--- config.mk ---
export PLATFORM = sky130hd
export DESIGN_NAME = sobel_edge_detector
export DESIGN_NICKNAME = d
export VERILOG_FILES = /design/src/rtl/sobel_edge_detector_pkg.sv /design/src/rtl/sobel_edge_detector_kernel.sv /design/src/rtl/sobel_edge_detector.sv
export SDC_FILE = /design/constraint.sdc
export NUM_CORES = 1
export LEC_CHECK = 0
export ABC_AREA = 1
export BUFFER_PORTS_ARGS = -buffer_cell sky130_fd_sc_hd__buf_4
export CORE_ASPECT_RATIO = 1.5
export CORE_MARGIN = 2
export CORE_UTILIZATION = 55
export CTS_CLUSTER_DIAMETER = 80
export DETAILED_ROUTE_END_ITERATION = 8
export PLACE_DENSITY_LB_ADDON = 0.05
export RECOVER_POWER = 25
export SLEW_MARGIN = 40
export SYNTH_ARGS = -nofsm -noshare
export SYNTH_HDL_FRONTEND = slang
export SYNTH_SLANG_ARGS = --single-unit
--- constraint.sdc ---
create_clock -name I_CLK -period 7.35 [get_ports I_CLK]
set_clock_uncertainty 0.2 [all_clocks]
set_input_delay 1.8375 -clock I_CLK [delete_from_list [all_inputs] [get_ports I_CLK]]
set_output_delay 1.8375 -clock I_CLK [all_outputs]
set_load 0.01 [all_outputs]
--- src/rtl/sobel_edge_detector_pkg.sv ---
// Shared constants and helpers for the Sobel edge detector family.
// Contents:
//   SLOT_*      slot indices of the packed 8-neighbour matrix (TL in the MSBs)
//   PART_BITS   width of one unsigned weighted partial sum (max 1020)
//   GRAD_BITS   width of a signed Gx/Gy gradient
//   SUM_BITS    width of |Gx|+|Gy| (max 2040)
//   SAT_MAX     largest magnitude presented downstream
//   abs_grad()  magnitude of a signed gradient
package sobel_edge_detector_pkg;

  localparam int SLOT_TL = 7;
  localparam int SLOT_T  = 6;
  localparam int SLOT_TR = 5;
  localparam int SLOT_ML = 4;
  localparam int SLOT_MR = 3;
  localparam int SLOT_BL = 2;
  localparam int SLOT_B  = 1;
  localparam int SLOT_BR = 0;

  localparam int PART_BITS = 10;
  localparam int GRAD_BITS = 11;
  localparam int SUM_BITS  = 11;
  localparam int SAT_MAX   = 255;

  typedef logic signed [GRAD_BITS-1:0] grad_t;
  typedef logic        [SUM_BITS-1:0]  sum_t;

  // |g| always fits: the most negative reachable gradient is -1020.
  function automatic sum_t abs_grad(input grad_t g);
    return g[GRAD_BITS-1] ? sum_t'(-g) : sum_t'(g);
  endfunction

endpackage

--- src/rtl/sobel_edge_detector_kernel.sv ---
// Combinational 3x3 Sobel kernel over the 8-neighbour matrix (the centre pixel
// has zero weight in both directions, so it is not part of the input).
// Ports:
//   I_PIXEL_MATRIX  packed {TL,T,TR,ML,MR,BL,B,BR}, TL in the MSBs
//   O_GX            (TR+2MR+BR)-(TL+2ML+BL), signed
//   O_GY            (BL+2B+BR)-(TL+2T+TR), signed
module sobel_kernel
  import sobel_edge_detector_pkg::*;
#(
  parameter int P_SUBPIXEL_DEPTH = 8
) (
  input  logic [8*P_SUBPIXEL_DEPTH-1:0] I_PIXEL_MATRIX,
  output grad_t                         O_GX,
  output grad_t                         O_GY
);

  typedef logic [PART_BITS-1:0] part_t;

  function automatic part_t px(input logic [8*P_SUBPIXEL_DEPTH-1:0] m, input int slot);
    return part_t'(m[slot*P_SUBPIXEL_DEPTH +: P_SUBPIXEL_DEPTH]);
  endfunction

  part_t gx_pos, gx_neg, gy_pos, gy_neg;

  always_comb begin
    gx_pos = px(I_PIXEL_MATRIX, SLOT_TR) + (px(I_PIXEL_MATRIX, SLOT_MR) << 1) + px(I_PIXEL_MATRIX, SLOT_BR);
    gx_neg = px(I_PIXEL_MATRIX, SLOT_TL) + (px(I_PIXEL_MATRIX, SLOT_ML) << 1) + px(I_PIXEL_MATRIX, SLOT_BL);
    gy_pos = px(I_PIXEL_MATRIX, SLOT_BL) + (px(I_PIXEL_MATRIX, SLOT_B)  << 1) + px(I_PIXEL_MATRIX, SLOT_BR);
    gy_neg = px(I_PIXEL_MATRIX, SLOT_TL) + (px(I_PIXEL_MATRIX, SLOT_T)  << 1) + px(I_PIXEL_MATRIX, SLOT_TR);
    // Zero-extend by one bit so the subtraction is done in signed 11-bit space.
    O_GX = grad_t'({1'b0, gx_pos}) - grad_t'({1'b0, gx_neg});
    O_GY = grad_t'({1'b0, gy_pos}) - grad_t'({1'b0, gy_neg});
  end

endmodule

--- src/rtl/sobel_edge_detector.sv ---
// Sobel edge detector: 3-stage pipeline producing a saturated gradient
// magnitude and a thresholded edge bit per centre pixel, plus a per-frame
// edge-pixel count.
// Ports:
//   I_CLK, I_RESET             clock, asynchronous active-low reset
//   I_PIXEL_COLUMN/ROW         top-left coordinate of the incoming matrix
//   I_PIXEL_MATRIX(_READY)     packed neighbour matrix and its valid
//   I_THRESHOLD                edge threshold, sampled with the (0,0) matrix
//   O_PIXEL_COLUMN/ROW         centre coordinate of the output pixel
//   O_MAGNITUDE, O_EDGE        saturated |Gx|+|Gy| and magnitude >= threshold
//   O_VALID                    output pixel valid
//   O_EDGE_COUNT, O_FRAME_DONE edge count of the last frame and its update pulse
module sobel_edge_detector
  import sobel_edge_detector_pkg::*;
#(
  parameter int P_FRAME_COLUMNS     = 640,
  parameter int P_FRAME_ROWS        = 480,
  parameter int P_SUBPIXEL_DEPTH    = 8,
  parameter int P_DEFAULT_THRESHOLD = 128,
  parameter int P_FRAME_COLUMN_BITS = $clog2(P_FRAME_COLUMNS),
  parameter int P_FRAME_ROW_BITS    = $clog2(P_FRAME_ROWS),
  parameter int P_MATRIX_BITS       = 8*P_SUBPIXEL_DEPTH,
  parameter int P_COUNT_BITS        = $clog2((P_FRAME_COLUMNS-2)*(P_FRAME_ROWS-2)+1)
) (
  input  logic                           I_CLK,
  input  logic                           I_RESET,
  input  logic [P_FRAME_COLUMN_BITS-1:0] I_PIXEL_COLUMN,
  input  logic [P_FRAME_ROW_BITS-1:0]    I_PIXEL_ROW,
  input  logic [P_MATRIX_BITS-1:0]       I_PIXEL_MATRIX,
  input  logic                           I_PIXEL_MATRIX_READY,
  input  logic [P_SUBPIXEL_DEPTH-1:0]    I_THRESHOLD,
  output logic [P_FRAME_COLUMN_BITS-1:0] O_PIXEL_COLUMN,
  output logic [P_FRAME_ROW_BITS-1:0]    O_PIXEL_ROW,
  output logic [P_SUBPIXEL_DEPTH-1:0]    O_MAGNITUDE,
  output logic                           O_EDGE,
  output logic                           O_VALID,
  output logic [P_COUNT_BITS-1:0]        O_EDGE_COUNT,
  output logic                           O_FRAME_DONE
);

  localparam logic [P_FRAME_COLUMN_BITS-1:0] LAST_COL = P_FRAME_COLUMN_BITS'(P_FRAME_COLUMNS-3);
  localparam logic [P_FRAME_ROW_BITS-1:0]    LAST_ROW = P_FRAME_ROW_BITS'(P_FRAME_ROWS-3);
  localparam logic [P_FRAME_COLUMN_BITS-1:0] COL_ONE  = 1;
  localparam logic [P_FRAME_ROW_BITS-1:0]    ROW_ONE  = 1;
  localparam logic [P_COUNT_BITS-1:0]        CNT_MAX  = '1;

  // Stage 0 (combinational): acceptance, frame markers, kernel
  logic  accept, in_start, in_end;
  grad_t k_gx, k_gy;

  sobel_kernel #(.P_SUBPIXEL_DEPTH(P_SUBPIXEL_DEPTH)) u_kernel (
    .I_PIXEL_MATRIX (I_PIXEL_MATRIX),
    .O_GX           (k_gx),
    .O_GY           (k_gy)
  );

  // NOTE: every always_comb output gets a value on every path (here
  // unconditionally) so no latch can be inferred.
  always_comb begin
    accept   = I_PIXEL_MATRIX_READY && (I_PIXEL_COLUMN <= LAST_COL) && (I_PIXEL_ROW <= LAST_ROW);
    in_start = (I_PIXEL_COLUMN == '0) && (I_PIXEL_ROW == '0);
    in_end   = (I_PIXEL_COLUMN == LAST_COL) && (I_PIXEL_ROW == LAST_ROW);
  end

  // Pipeline state
  logic                           s1_valid, s1_start, s1_end;
  grad_t                          s1_gx, s1_gy;
  logic [P_FRAME_COLUMN_BITS-1:0] s1_col, s2_col;
  logic [P_FRAME_ROW_BITS-1:0]    s1_row, s2_row;
  logic                           s2_valid, s2_start, s2_end;
  sum_t                           s2_sum;
  logic [P_SUBPIXEL_DEPTH-1:0]    threshold_q;
  logic [P_COUNT_BITS-1:0]        edge_count_q;

  // Stage 3 (combinational part): saturation, compare, counter update
  logic [P_SUBPIXEL_DEPTH-1:0] s3_mag;
  logic                        s3_edge;
  logic [P_COUNT_BITS-1:0]     cnt_base, cnt_next;

  always_comb begin
    s3_mag   = (s2_sum > sum_t'(SAT_MAX)) ? P_SUBPIXEL_DEPTH'(SAT_MAX) : s2_sum[P_SUBPIXEL_DEPTH-1:0];
    s3_edge  = (s3_mag >= threshold_q);
    // A frame-start pixel restarts counting, discarding any truncated frame.
    cnt_base = s2_start ? '0 : edge_count_q;
    cnt_next = (cnt_base == CNT_MAX) ? cnt_base : cnt_base + P_COUNT_BITS'(s3_edge);
  end

  // NOTE: sequential state uses non-blocking assignments only, so every
  // stage samples the previous stage's value from before the clock edge.
  // NOTE: the datapath registers are reset as well as the valids, so the
  // coordinate/magnitude outputs read 0 out of reset rather than X.
  always_ff @(posedge I_CLK or negedge I_RESET) begin
    if (!I_RESET) begin
      s1_valid <= 1'b0;
      s1_start <= 1'b0;
      s1_end   <= 1'b0;
      s1_gx    <= '0;
      s1_gy    <= '0;
      s1_col   <= '0;
      s1_row   <= '0;
      s2_valid <= 1'b0;
      s2_start <= 1'b0;
      s2_end   <= 1'b0;
      s2_sum   <= '0;
      s2_col   <= '0;
      s2_row   <= '0;
    end else begin
      s1_valid <= accept;
      if (accept) begin
        s1_gx    <= k_gx;
        s1_gy    <= k_gy;
        s1_col   <= I_PIXEL_COLUMN + COL_ONE;
        s1_row   <= I_PIXEL_ROW + ROW_ONE;
        s1_start <= in_start;
        s1_end   <= in_end;
      end
      s2_valid <= s1_valid;
      if (s1_valid) begin
        s2_sum   <= abs_grad(s1_gx) + abs_grad(s1_gy);
        s2_col   <= s1_col;
        s2_row   <= s1_row;
        s2_start <= s1_start;
        s2_end   <= s1_end;
      end
    end
  end

  // Threshold shadow: frozen for the whole frame once the (0,0) matrix is accepted.
  always_ff @(posedge I_CLK or negedge I_RESET) begin
    if (!I_RESET) begin
      threshold_q <= P_SUBPIXEL_DEPTH'(P_DEFAULT_THRESHOLD);
    end else if (accept && in_start) begin
      threshold_q <= I_THRESHOLD;
    end
  end

  // Output stage and edge counter
  always_ff @(posedge I_CLK or negedge I_RESET) begin
    if (!I_RESET) begin
      O_VALID        <= 1'b0;
      O_PIXEL_COLUMN <= '0;
      O_PIXEL_ROW    <= '0;
      O_MAGNITUDE    <= '0;
      O_EDGE         <= 1'b0;
      O_EDGE_COUNT   <= '0;
      O_FRAME_DONE   <= 1'b0;
      edge_count_q   <= '0;
    end else begin
      O_VALID      <= s2_valid;
      O_FRAME_DONE <= 1'b0;
      if (s2_valid) begin
        O_PIXEL_COLUMN <= s2_col;
        O_PIXEL_ROW    <= s2_row;
        O_MAGNITUDE    <= s3_mag;
        O_EDGE         <= s3_edge;
        if (s2_end) begin
          O_EDGE_COUNT <= cnt_next;
          O_FRAME_DONE <= 1'b1;
          edge_count_q <= '0;
        end else begin
          edge_count_q <= cnt_next;
        end
      end
    end
  end

endmodule

==> results of run 1 <==
## kinds of logic (layout without fill, tap and decap cells)
kind of cell	count (synthesis)	count (layout)	synth area share
AND/OR/NAND/NOR	698	698	0.282
buffers and inverters	216	358	0.0839
flip-flops	153	153	0.362
adder cells (fa/ha/maj)	115	115	0.181
AO/OA/AOI/OAI	105	105	0.0557
XOR/XNOR	43	43	0.0356
## cell usage in the layout (no fill, tap or decap), drive strengths merged
cell and n:
a31oi 8, or2 9, dfstp 1, clkbuf 24, o21ai 63, nand3 78, nand3b 9, a21oi 29
xor2 31, clkinvlp 2, dfrtp 152, xnor2 12, clkinv 2, nor3b 1, nor3 12, and2 1
ha 52, bufinv 4, nand4 20, fa 63, o21bai 4, inv 183, nand2 479, buf 143
a21o 1, nor2 89
## worst max-delay path: cells and delay by family
family	cells	cell delay [ns]
and+or+nand+nor	4	0.36
buffers and inverters	3	0.27
adders and majority gates	4	2.00
AOI/OAI and AO/OA	2	0.51
## flip-flops by register name, indices dropped and copies added (netlist names), 8 cells and up
register / flops
s1_gx: 11
edge_count_q: 19
s2_col: 10
s2_row: 9
s1_col: 10
O_PIXEL_ROW: 9
O_MAGNITUDE: 8
s1_row: 9
O_EDGE_COUNT: 19
s2_sum: 11
s1_gy: 11
O_PIXEL_COLUMN: 10
threshold_q: 8
## per-layer routing
layer | part of all wire | up-vias | GRT usage
li1 | - | 4381 | -
met1 | 0.37 | 4068 | 0.278
met2 | 0.58 | 149 | 0.497
met3 | 0.029 | 37 | 0.0399
met4 | 0.024 | 0 | 0.0897
met5 | 0 | - | 0
## how the worst max path moves through the flow
stage / to / slack (ns)
detailed placement: s1_gx[7] / 1.99
floorplan: s1_gy[7] / 2.43
CTS: s1_gx[7] / 2.44
finish: s1_gx[7] / 2.46
global placement: s1_gx[7] / 2.03
global route: s1_gx[9] / 2.29
## area by class of cell
| class | instances | share of cell area |
|---|---|---|
| repair buffers | 147 | 0.0888 |
| clock buffers | 20 | 0.0360 |
| multi-input cells | 961 | 0.473 |
| clock inverters | 10 | 0.0134 |
| well taps | 256 | 0.0258 |
| inverters | 181 | 0.0548 |
| flip-flops and latches | 153 | 0.309 |
## per-stage QoR
step,utilization,power (mW)
after floorplan,-,2.74
after global placement,0.621,3.31
after detailed placement,0.621,3.35
after CTS,0.653,4.29
after global routing,0.653,4.64
final,0.653,4.26
## power by group
part | switching [mW] | internal, mW
clock | 0.354 | 0.576
combinational | 1.31 | 0.858
sequential | 0.148 | 1.02
total | 1.81 | 2.45
==> impl_metrics.py, run 1 <==
metrics = {
    "run_status": {
        "status": "complete, but fails checks",
        "violations": "capacitance limit, slew limit",
    },
    "synthesis": {
        "synth_edf_count": 0,
        "synthArstFlopShare": 1.00,
        "synth_top_cell_area_share": 0.360,
        "synthTopCellsByArea": "dfrtp_1 36%, nand2_1 17%, fa_1 12%",
        "syn_nets": 1539,
        "yosysWarnings": 0,
        "syn-cell-area_um2": 10600,
        "synth_most_common_cell": "nand2_1",
        "ys_types": 36,
        "yosysSeqAreaShare": 0.362,
        "syn_avg_cell_area_um2": 7.95,
        "syn_inst": 1330,
        "synthTopCellsByCount": "475 x nand2_1, 176 x inv_1, 152 x dfrtp_1",
        "synth_area_leader_cell": "dfrtp_1",
        "ys_ff_latch": 153,
        "synthFlopType": "dfrtp_1",
    },
    "floorplanning": {
        "rows": 62,
        "die-area_um2": 20400,
        "core-area_um2": 19000,
        "fp.dieH_um": 174,
        "start_util": 0.556,
        "die_w_um": 117,
        "ios": 143,
    },
    "power": {
        "power_density_nw_per_um2": 343,
        "ir_worst_vdd_mv": 0.195,
        "cellLeakagePower_nw": 6.63,
    },
    "grt": {
        "track_usage": 0.259,
        "grt_overflow": 0,
        "grt_pass1_wl_um": 41100,
        "antenna_found_initial": 0,
        "grt_max_degree": 82,
        "grt_pass1_vias": 8780,
    },
    "min_path": {
        "whs_path_depth": 2,
        "hold_path_class": "flop to flop",
        "min_from": "threshold_q[7]",
        "whs_endpoint": "threshold_q[7]",
    },
    "timing": {
        "finalSetupTns_ns": 0,
        "min_period_over_period": 0.666,
        "min_period_ns": 4.89,
        "setup_viol": 0,
        "rsz0062_at_grt": "false",
        "holdWs_ns": 0.267,
        "fmax_mhz": 204,
        "finalHoldViolations": 0,
        "slew_viol_final": 34,
        "tightest_slew_ns": 1.53,
        "slew_headroom": -0.0176,
        "final.setup.worst_slack_ns": 2.46,
    },
    "setup_path": {
        "arrival_ns": 4.99,
        "worst_path_most_repeated_cell": "fa_1",
        "regToRegEndpoint": "O_EDGE_COUNT[14]",
        "cpMaxStageDelayCell": "fa_1",
        "r2r_cells": 19,
        "cp-start-kind": "primary input",
        "crit_required_ns": 7.44,
        "crit_path_end_kind": "flop",
        "crit_fanout": 3,
        "cpPeakStageDelay_ns": 0.57,
        "worstSetupPathType": "primary input to flop",
        "crit_start": "I_PIXEL_MATRIX[58]",
        "reg2reg_from": "s2_sum[9]",
        "path_cells": "buf_4 -> inv_1 -> fa_1 -> fa_1 -> fa_1 -> inv_1 -> fa_1 -> o21ai_0 -> nand3_1 -> nand2_1 -> nand2_1 -> nand2_1 -> o21ai_1",
        "rrSetupSlack_ns": 3.23,
    },
    "clocking": {
        "post_cts_buffers": 0,
        "ctsHoldBuffers": 0,
        "clk_path_buf_depth": 2,
        "numCtsBuffers": 17,
        "cts.sinks": 153,
        "cts_resized": 0,
        "worst_skew_pair.late_latency_ns": 0.43,
        "cts_tree": "done",
        "cts_max_level": 4,
        "path_clk_slew_ns": 0.06,
        "cts_root_buf": "clkbuf_16",
    },
    "layout": {
        "final_layout_size_suffix_gt1_frac": 0.154,
        "diodes": 0,
        "final.fill_count": 1708,
        "stdcell_area_um2": 12400,
        "area_growth_pct": 17.3,
        "final_cells": 1728,
        "multi_input_area_um2": 5860,
        "fin_nets": 1670,
        "seq_area_um2": 3830,
    },
    "detailed_routing": {
        "drc": 0,
        "wire_per_inst_um": 14.4,
        "via_count": 8635,
        "ant_nets": 0,
        "drt-pass1-iter-count": 5,
        "wl_um": 24900,
        "drtIter0Drc": 398,
        "viasPerCell": 5.00,
    },
    "place": {
        "dp_hpwl_um": 19500,
        "place_inst": 1698,
        "io_buffers": 142,
        "finalWeightedCongestion": 0.929,
        "post-place-ws_ns": 1.99,
        "dpl_cell_area_um2": 11800,
    },
    "job": {
        "maxCapViolations": 1,
    },
}
Power figures use the tool's default switching activity.
==> run 2, diff against run 1 <==
--- a/config.mk
+++ b/config.mk
@@ -9,7 +9,7 @@
 export BUFFER_PORTS_ARGS = -buffer_cell sky130_fd_sc_hd__buf_4
 export CORE_ASPECT_RATIO = 1.5
 export CORE_MARGIN = 2
-export CORE_UTILIZATION = 55
+export CORE_UTILIZATION = 53
 export CTS_CLUSTER_DIAMETER = 80
 export DETAILED_ROUTE_END_ITERATION = 8
 export PLACE_DENSITY_LB_ADDON = 0.05
==> constraint.sdc (replaced) <==
create_clock -name I_CLK -period 4.1 [get_ports I_CLK]
set_clock_uncertainty 0.2 [all_clocks]
set_input_delay 1.025 -clock I_CLK [delete_from_list [all_inputs] [get_ports I_CLK]]
set_output_delay 1.025 -clock I_CLK [all_outputs]
set_load 0.01 [all_outputs]
==> run 2 against run 1 <==
  * Largest power group unchanged
  * The flow still finishes with violations (capacitance limit, slew limit)
  * Combinational power rose by 87%
  * Routed wire length is 2.0% higher
  * Largest cell class unchanged
  * Via count is 3.7% higher
  * Register-to-register slack got worse by 2.8 ns
  * Utilization decreased by 1.0 points
  * Design area up 2.1%
==> impl_metrics.py, run 2 (synthesis results as in run 1) <==
metrics = {
    "job": {
        "maxCapViolations": 2,
    },
    "setup_path": {
        "cp.buffers_inverters": 3,
        "worstSetupPathType": "primary input to flop",
        "arrival_ns": 3.94,
        "cpMaxStageDelayCell": "fa_1",
        "reg2reg_from": "s2_sum[9]",
        "cp-start-kind": "primary input",
        "crit_required_ns": 4.21,
        "path_cells": "buf_4 -> inv_1 -> fa_1 -> fa_1 -> fa_1 -> inv_1 -> fa_1 -> o21ai_1 -> nand3_1 -> nand2_1 -> nand2_1 -> nand2_1 -> o21ai_1",
        "cp.depth": 13,
        "worst_path_most_repeated_cell": "fa_1",
        "crit_fanout": 3,
        "cpPeakStageDelay_ns": 0.59,
        "r2r_cells": 19,
        "path_delay_family": "adder cells",
        "crit_path_end_kind": "flop",
        "regToRegEndpoint": "edge_count_q[14]",
        "rrSetupSlack_ns": 0.46,
    },
    "timing": {
        "tightest_slew_ns": 2.10,
        "slew_headroom": -0.402,
        "setup_viol": 0,
        "finalHoldViolations": 0,
        "slew_viol_final": 85,
        "holdWs_ns": 0.269,
        "min_period_ns": 3.82,
        "fmax_mhz": 262,
        "rsz0062_at_grt": "false",
        "min_period_over_period": 0.932,
    },
    "run_status": {
        "status": "complete, but fails checks",
        "violations": "capacitance limit, slew limit",
    },
    "layout": {
        "reg.largest.list": "O_EDGE_COUNT: 19 flops, edge_count_q: 19 flops",
        "fin_nets": 1706,
        "multi_input_area_um2": 5860,
        "final_common_cell": "nand2_1",
        "final.fill_count": 1779,
        "final_cells": 1770,
        "utilization": 0.643,
        "final_layout_size_suffix_gt1_frac": 0.177,
        "seq_area_um2": 3830,
        "area_growth_pct": 19.8,
        "final_cell_mix": "475 x nand2_1, 180 x buf_4, 176 x inv_1, 152 x dfrtp_1, 77 x nor2_1",
        "diodes": 0,
    },
    "detailed_routing": {
        "dr_wl_met2_um": 14700,
        "routed.top_layer": "met4",
        "wire_per_inst_um": 14.3,
        "wl_met3_um": 668,
        "viasPerCell": 5.06,
        "via_count": 8954,
        "drtIter0Drc": 542,
        "ant_nets": 0,
        "wl_met1_um": 9160,
        "wl_um": 25400,
        "drc": 0,
        "drt-pass1-iter-count": 7,
    },
    "grt": {
        "grt_max_degree": 86,
        "antenna_found_initial": 0,
        "grt_pass1_vias": 8990,
        "track_usage": 0.251,
        "grt_pass1_wl_um": 41900,
        "grt_overflow": 0,
    },
    "place": {
        "io_buffers": 142,
        "place_inst": 1738,
        "dp_hpwl_um": 19900,
        "finalWeightedCongestion": 0.936,
    },
    "floorplanning": {
        "rows": 63,
        "die_w_um": 119,
        "die-area_um2": 21100,
        "start_util": 0.537,
        "core-area_um2": 19700,
        "fp.dieH_um": 177,
        "ios": 143,
    },
    "clocking": {
        "cts.sinks": 153,
        "cts_tree": "done",
        "cts_root_buf": "clkbuf_16",
        "post_cts_buffers": 0,
        "clk_path_buf_depth": 2,
        "cts_resized": 0,
        "numCtsBuffers": 17,
        "path_clk_slew_ns": 0.06,
        "ctsHoldBuffers": 0,
        "worst_skew_pair.late_latency_ns": 0.43,
        "cts_max_level": 4,
    },
    "power": {
        "power_density_nw_per_um2": 608,
        "power_mw": 7.70,
        "ir_worst_vdd_mv": 0.320,
        "cellLeakagePower_nw": 6.80,
    },
    "min_path": {
        "whs_path_depth": 2,
        "whs_endpoint": "O_PIXEL_COLUMN[7]",
        "min_from": "O_PIXEL_COLUMN[7]",
        "hold_path_class": "flop to flop",
    },
}
==> run 2: changes by cell type in the layout (fill, tap and decap cells not counted), moves of 2 or more <==
cell,before,now
clkinv_4,0,2
inv_8,0,4
clkbuf_1,5,2
o21ai_1,16,18
o21ai_0,36,34
buf_4,142,180
bufinv_16,4,1
clkbuf_8,2,0
==> run 2: area by class of cell <==
| class | instances | share of cell area |
|---|---|---|
| multi-input cells | 961 | 0.463 |
| inverters | 181 | 0.0537 |
| repair buffers | 183 | 0.109 |
| clock inverters | 14 | 0.0125 |
| flip-flops and latches | 153 | 0.302 |
| well taps | 260 | 0.0257 |
| clock buffers | 18 | 0.0339 |
==> run 2: routing by layer <==
| metal | track usage | vias up |
|---|---|---|
| met5 | 0 | - |
| met4 | 0.100 | 0 |
| met1 | 0.256 | 4245 |
| met3 | 0.0332 | 49 |
| met2 | 0.505 | 194 |
| li1 | - | 4466 |
==> run 2: worst max path at each step <==
stage,start,to,slack (ns)
4_1_cts,I_PIXEL_MATRIX[58],s1_gx[7],0.27
2_1_floorplan,I_PIXEL_MATRIX[42],s1_gy[7],0.09
6_report,I_PIXEL_MATRIX[58],s1_gx[7],0.28
5_1_grt,s2_sum[9],O_EDGE_COUNT[16],0.05
3_5_place_dp,I_PIXEL_MATRIX[58],s1_gx[7],-0.19
3_3_place_gp,I_PIXEL_MATRIX[18],s1_gx[7],-0.13
==> run 2: power breakdown <==
part	switching (mW)	internal (mW)	leakage, nW
sequential	0.275	1.83	1.97
combinational	2.32	1.72	4.55
clock	0.696	0.865	0.283
total	3.29	4.41	6.80
==> run 2: through the flow <==
| step | setup slack (ns) | setup TNS, ns | instance area, um^2 |
|---|---|---|---|
| after detailed placement | -0.191 | -0.833 | 12100 |
| final | 0.277 | 0 | 12700 |
| after global placement | -0.131 | -0.528 | 12100 |
| after CTS | 0.266 | 0 | 12700 |
| after floorplan | 0.0898 | 0 | 10600 |
| after global routing | 0.0518 | 0 | 12700 |
==> run 2: worst min-delay path, cell delays in order (launching register included) <==
cell	delay (ns)
dfrtp_1	0.34
nand2_1	0.05
nand2_1	0.04
==> run 3, diff against run 2 <==
--- a/config.mk
+++ b/config.mk
@@ -9,7 +9,7 @@
 export BUFFER_PORTS_ARGS = -buffer_cell sky130_fd_sc_hd__buf_4
 export CORE_ASPECT_RATIO = 1.5
 export CORE_MARGIN = 2
-export CORE_UTILIZATION = 53
+export CORE_UTILIZATION = 38
 export CTS_CLUSTER_DIAMETER = 80
 export DETAILED_ROUTE_END_ITERATION = 8
 export PLACE_DENSITY_LB_ADDON = 0.05
==> run 3 against run 2 <==
  * The run still ends with capacitance limit, slew limit left
  * Critical path depth is the same
  * Cell count up 4.7%
  * Utilization fell by 17 points
  * Largest cell class unchanged
==> impl_metrics.py, run 3 (synthesis results as in run 1) <==
metrics = {
    "run_status": {
        "status": "complete, but fails checks",
        "violations": "capacitance limit, slew limit",
    },
    "setup_path": {
        "crit_required_ns": 4.26,
        "crit_path_end_kind": "flop",
        "arrival_ns": 3.94,
        "crit_fanout": 4,
        "worstSetupPathType": "primary input to flop",
        "cp-start-kind": "primary input",
    },
    "grt": {
        "grt_max_degree": 74,
        "grt_overflow": 0,
        "grt_pass1_vias": 8959,
        "antenna_found_initial": 0,
        "track_usage": 0.191,
        "grt_pass1_wl_um": 44000,
    },
    "detailed_routing": {
        "via_count": 8684,
        "wire_per_inst_um": 14.4,
        "ant_nets": 0,
        "drtIter0Drc": 325,
        "viasPerCell": 4.68,
        "drt-pass1-iter-count": 5,
        "drc": 0,
        "wl_um": 26800,
    },
    "clocking": {
        "cts_tree": "done",
        "cts_max_level": 4,
        "worst_skew_pair.late_latency_ns": 0.45,
        "cts_root_buf": "clkbuf_16",
        "clk_path_buf_depth": 2,
        "ctsHoldBuffers": 0,
        "cts.sinks": 153,
        "numCtsBuffers": 17,
        "path_clk_slew_ns": 0.06,
    },
    "power": {
        "power_mw": 7.87,
        "p_switching_mw": 3.36,
        "cellLeakagePower_nw": 6.82,
        "intPower_mw": 4.52,
        "ir_worst_vdd_mv": 0.280,
        "power_density_nw_per_um2": 614,
        "power_frac_seq": 0.265,
        "p_clk_frac": 0.206,
        "comb_power_share": 0.529,
        "swShare": 0.426,
    },
    "place": {
        "place_inst": 1822,
        "dp_hpwl_um": 21200,
        "dpl_cell_area_um2": 12200,
        "io_buffers": 142,
        "post-place-ws_ns": -0.179,
        "finalWeightedCongestion": 0.888,
    },
    "timing": {
        "holdWs_ns": 0.266,
        "setup_viol": 0,
        "min_period_ns": 3.78,
        "slew_headroom": -0.213,
        "finalHoldViolations": 0,
        "rsz0062_at_grt": "false",
        "min_period_over_period": 0.921,
        "tightest_slew_ns": 1.82,
        "slew_viol_final": 103,
        "final.setup.worst_slack_ns": 0.323,
        "finalSetupTns_ns": 0,
        "fmax_mhz": 265,
    },
    "floorplanning": {
        "rows": 74,
        "core-area_um2": 27300,
        "start_util": 0.387,
        "die_w_um": 140,
        "die-area_um2": 29200,
        "ios": 143,
        "fp.dieH_um": 208,
    },
    "job": {
        "maxCapViolations": 2,
    },
    "layout": {
        "final_layout_size_suffix_gt1_frac": 0.181,
        "reg.largest.list": "O_EDGE_COUNT: 19 flops, edge_count_q: 19 flops",
        "diodes": 0,
        "multi_input_area_um2": 5870,
        "final_cells": 1854,
        "seq_area_um2": 3830,
        "stdcell_area_um2": 12800,
        "utilization": 0.469,
        "final.fill_count": 2779,
        "fin_nets": 1708,
        "final_cell_mix": "475 x nand2_1, 181 x buf_4, 174 x inv_1, 152 x dfrtp_1, 77 x nor2_1",
        "final_common_cell": "nand2_1",
        "area_growth_pct": 21.2,
    },
    "min_path": {
        "hold_path_class": "flop to flop",
    },
}
-- run 3: cell types whose count changed in the layout (fill, tap and decap cells not counted), sizes merged --
cell    change
inv         -2
clkinv      +1
buf         +2
bufinv      +1
-- run 3: final cells by class --
class / count / share of cell area
clock buffers: 18 / 0.0343
clock inverters: 14 / 0.0126
inverters: 181 / 0.0530
multi-input cells: 961 / 0.458
flip-flops and latches: 153 / 0.299
well taps: 342 / 0.0334
repair buffers: 185 / 0.110
-- run 3: layer usage --
layer / share of wire / global-route usage / routed length [um] / vias to the layer above
li1: - / - / - / 4468
met3: 0.032 / 0.0350 / 863 / 33
met1: 0.37 / 0.198 / 10000 / 4029
met5: 0 / 0 / 0 / -
met4: 0.023 / 0.0697 / 616 / 0
met2: 0.57 / 0.376 / 15300 / 154
-- run 3: worst max-delay path: stages --
cell and delay, ns:
buf_4 0.11, inv_1 0.09, fa_1 0.45, fa_1 0.53
fa_1 0.49, ha_1 0.35, a21oi_1 0.32, nand2_1 0.15
nand2_1 0.13, nand2_1 0.06, nand2_1 0.05, nand2_1 0.04
o21ai_0 0.14
-- run 3: final timing paths --
kind                                          from          endpoint  slack, ns  cells past startpoint
worst max-delay path            I_PIXEL_MATRIX[59]          s1_gx[8]       0.32                     13
min in group asynchronous                  I_RESET      O_FRAME_DONE       0.84                      1
max in group asynchronous                  I_RESET         s2_row[2]       1.69                      2
worst min-delay path                     s1_col[1]         s2_col[1]       0.27                      2
worst min register to register           s1_col[1]         s2_col[1]       0.27                      2
worst max register to register           s2_sum[9]  edge_count_q[12]       0.41                     19
-- run 3: what timing repair did --
action / CTS / global route
endpoints found under the setup margin: 0 / 4
setup buffers: 0 / 0
resized for setup: 0 / 2
-- run 3: power groups by stage --
stage	sequential (mW)	combinational [mW]	clock, mW
after floorplan	2.05	2.86	0
after global placement	2.11	4.17	0
after detailed placement	2.12	4.21	0
after CTS	2.09	4.23	1.67
after global routing	2.13	4.77	1.73
final	2.09	4.16	1.62
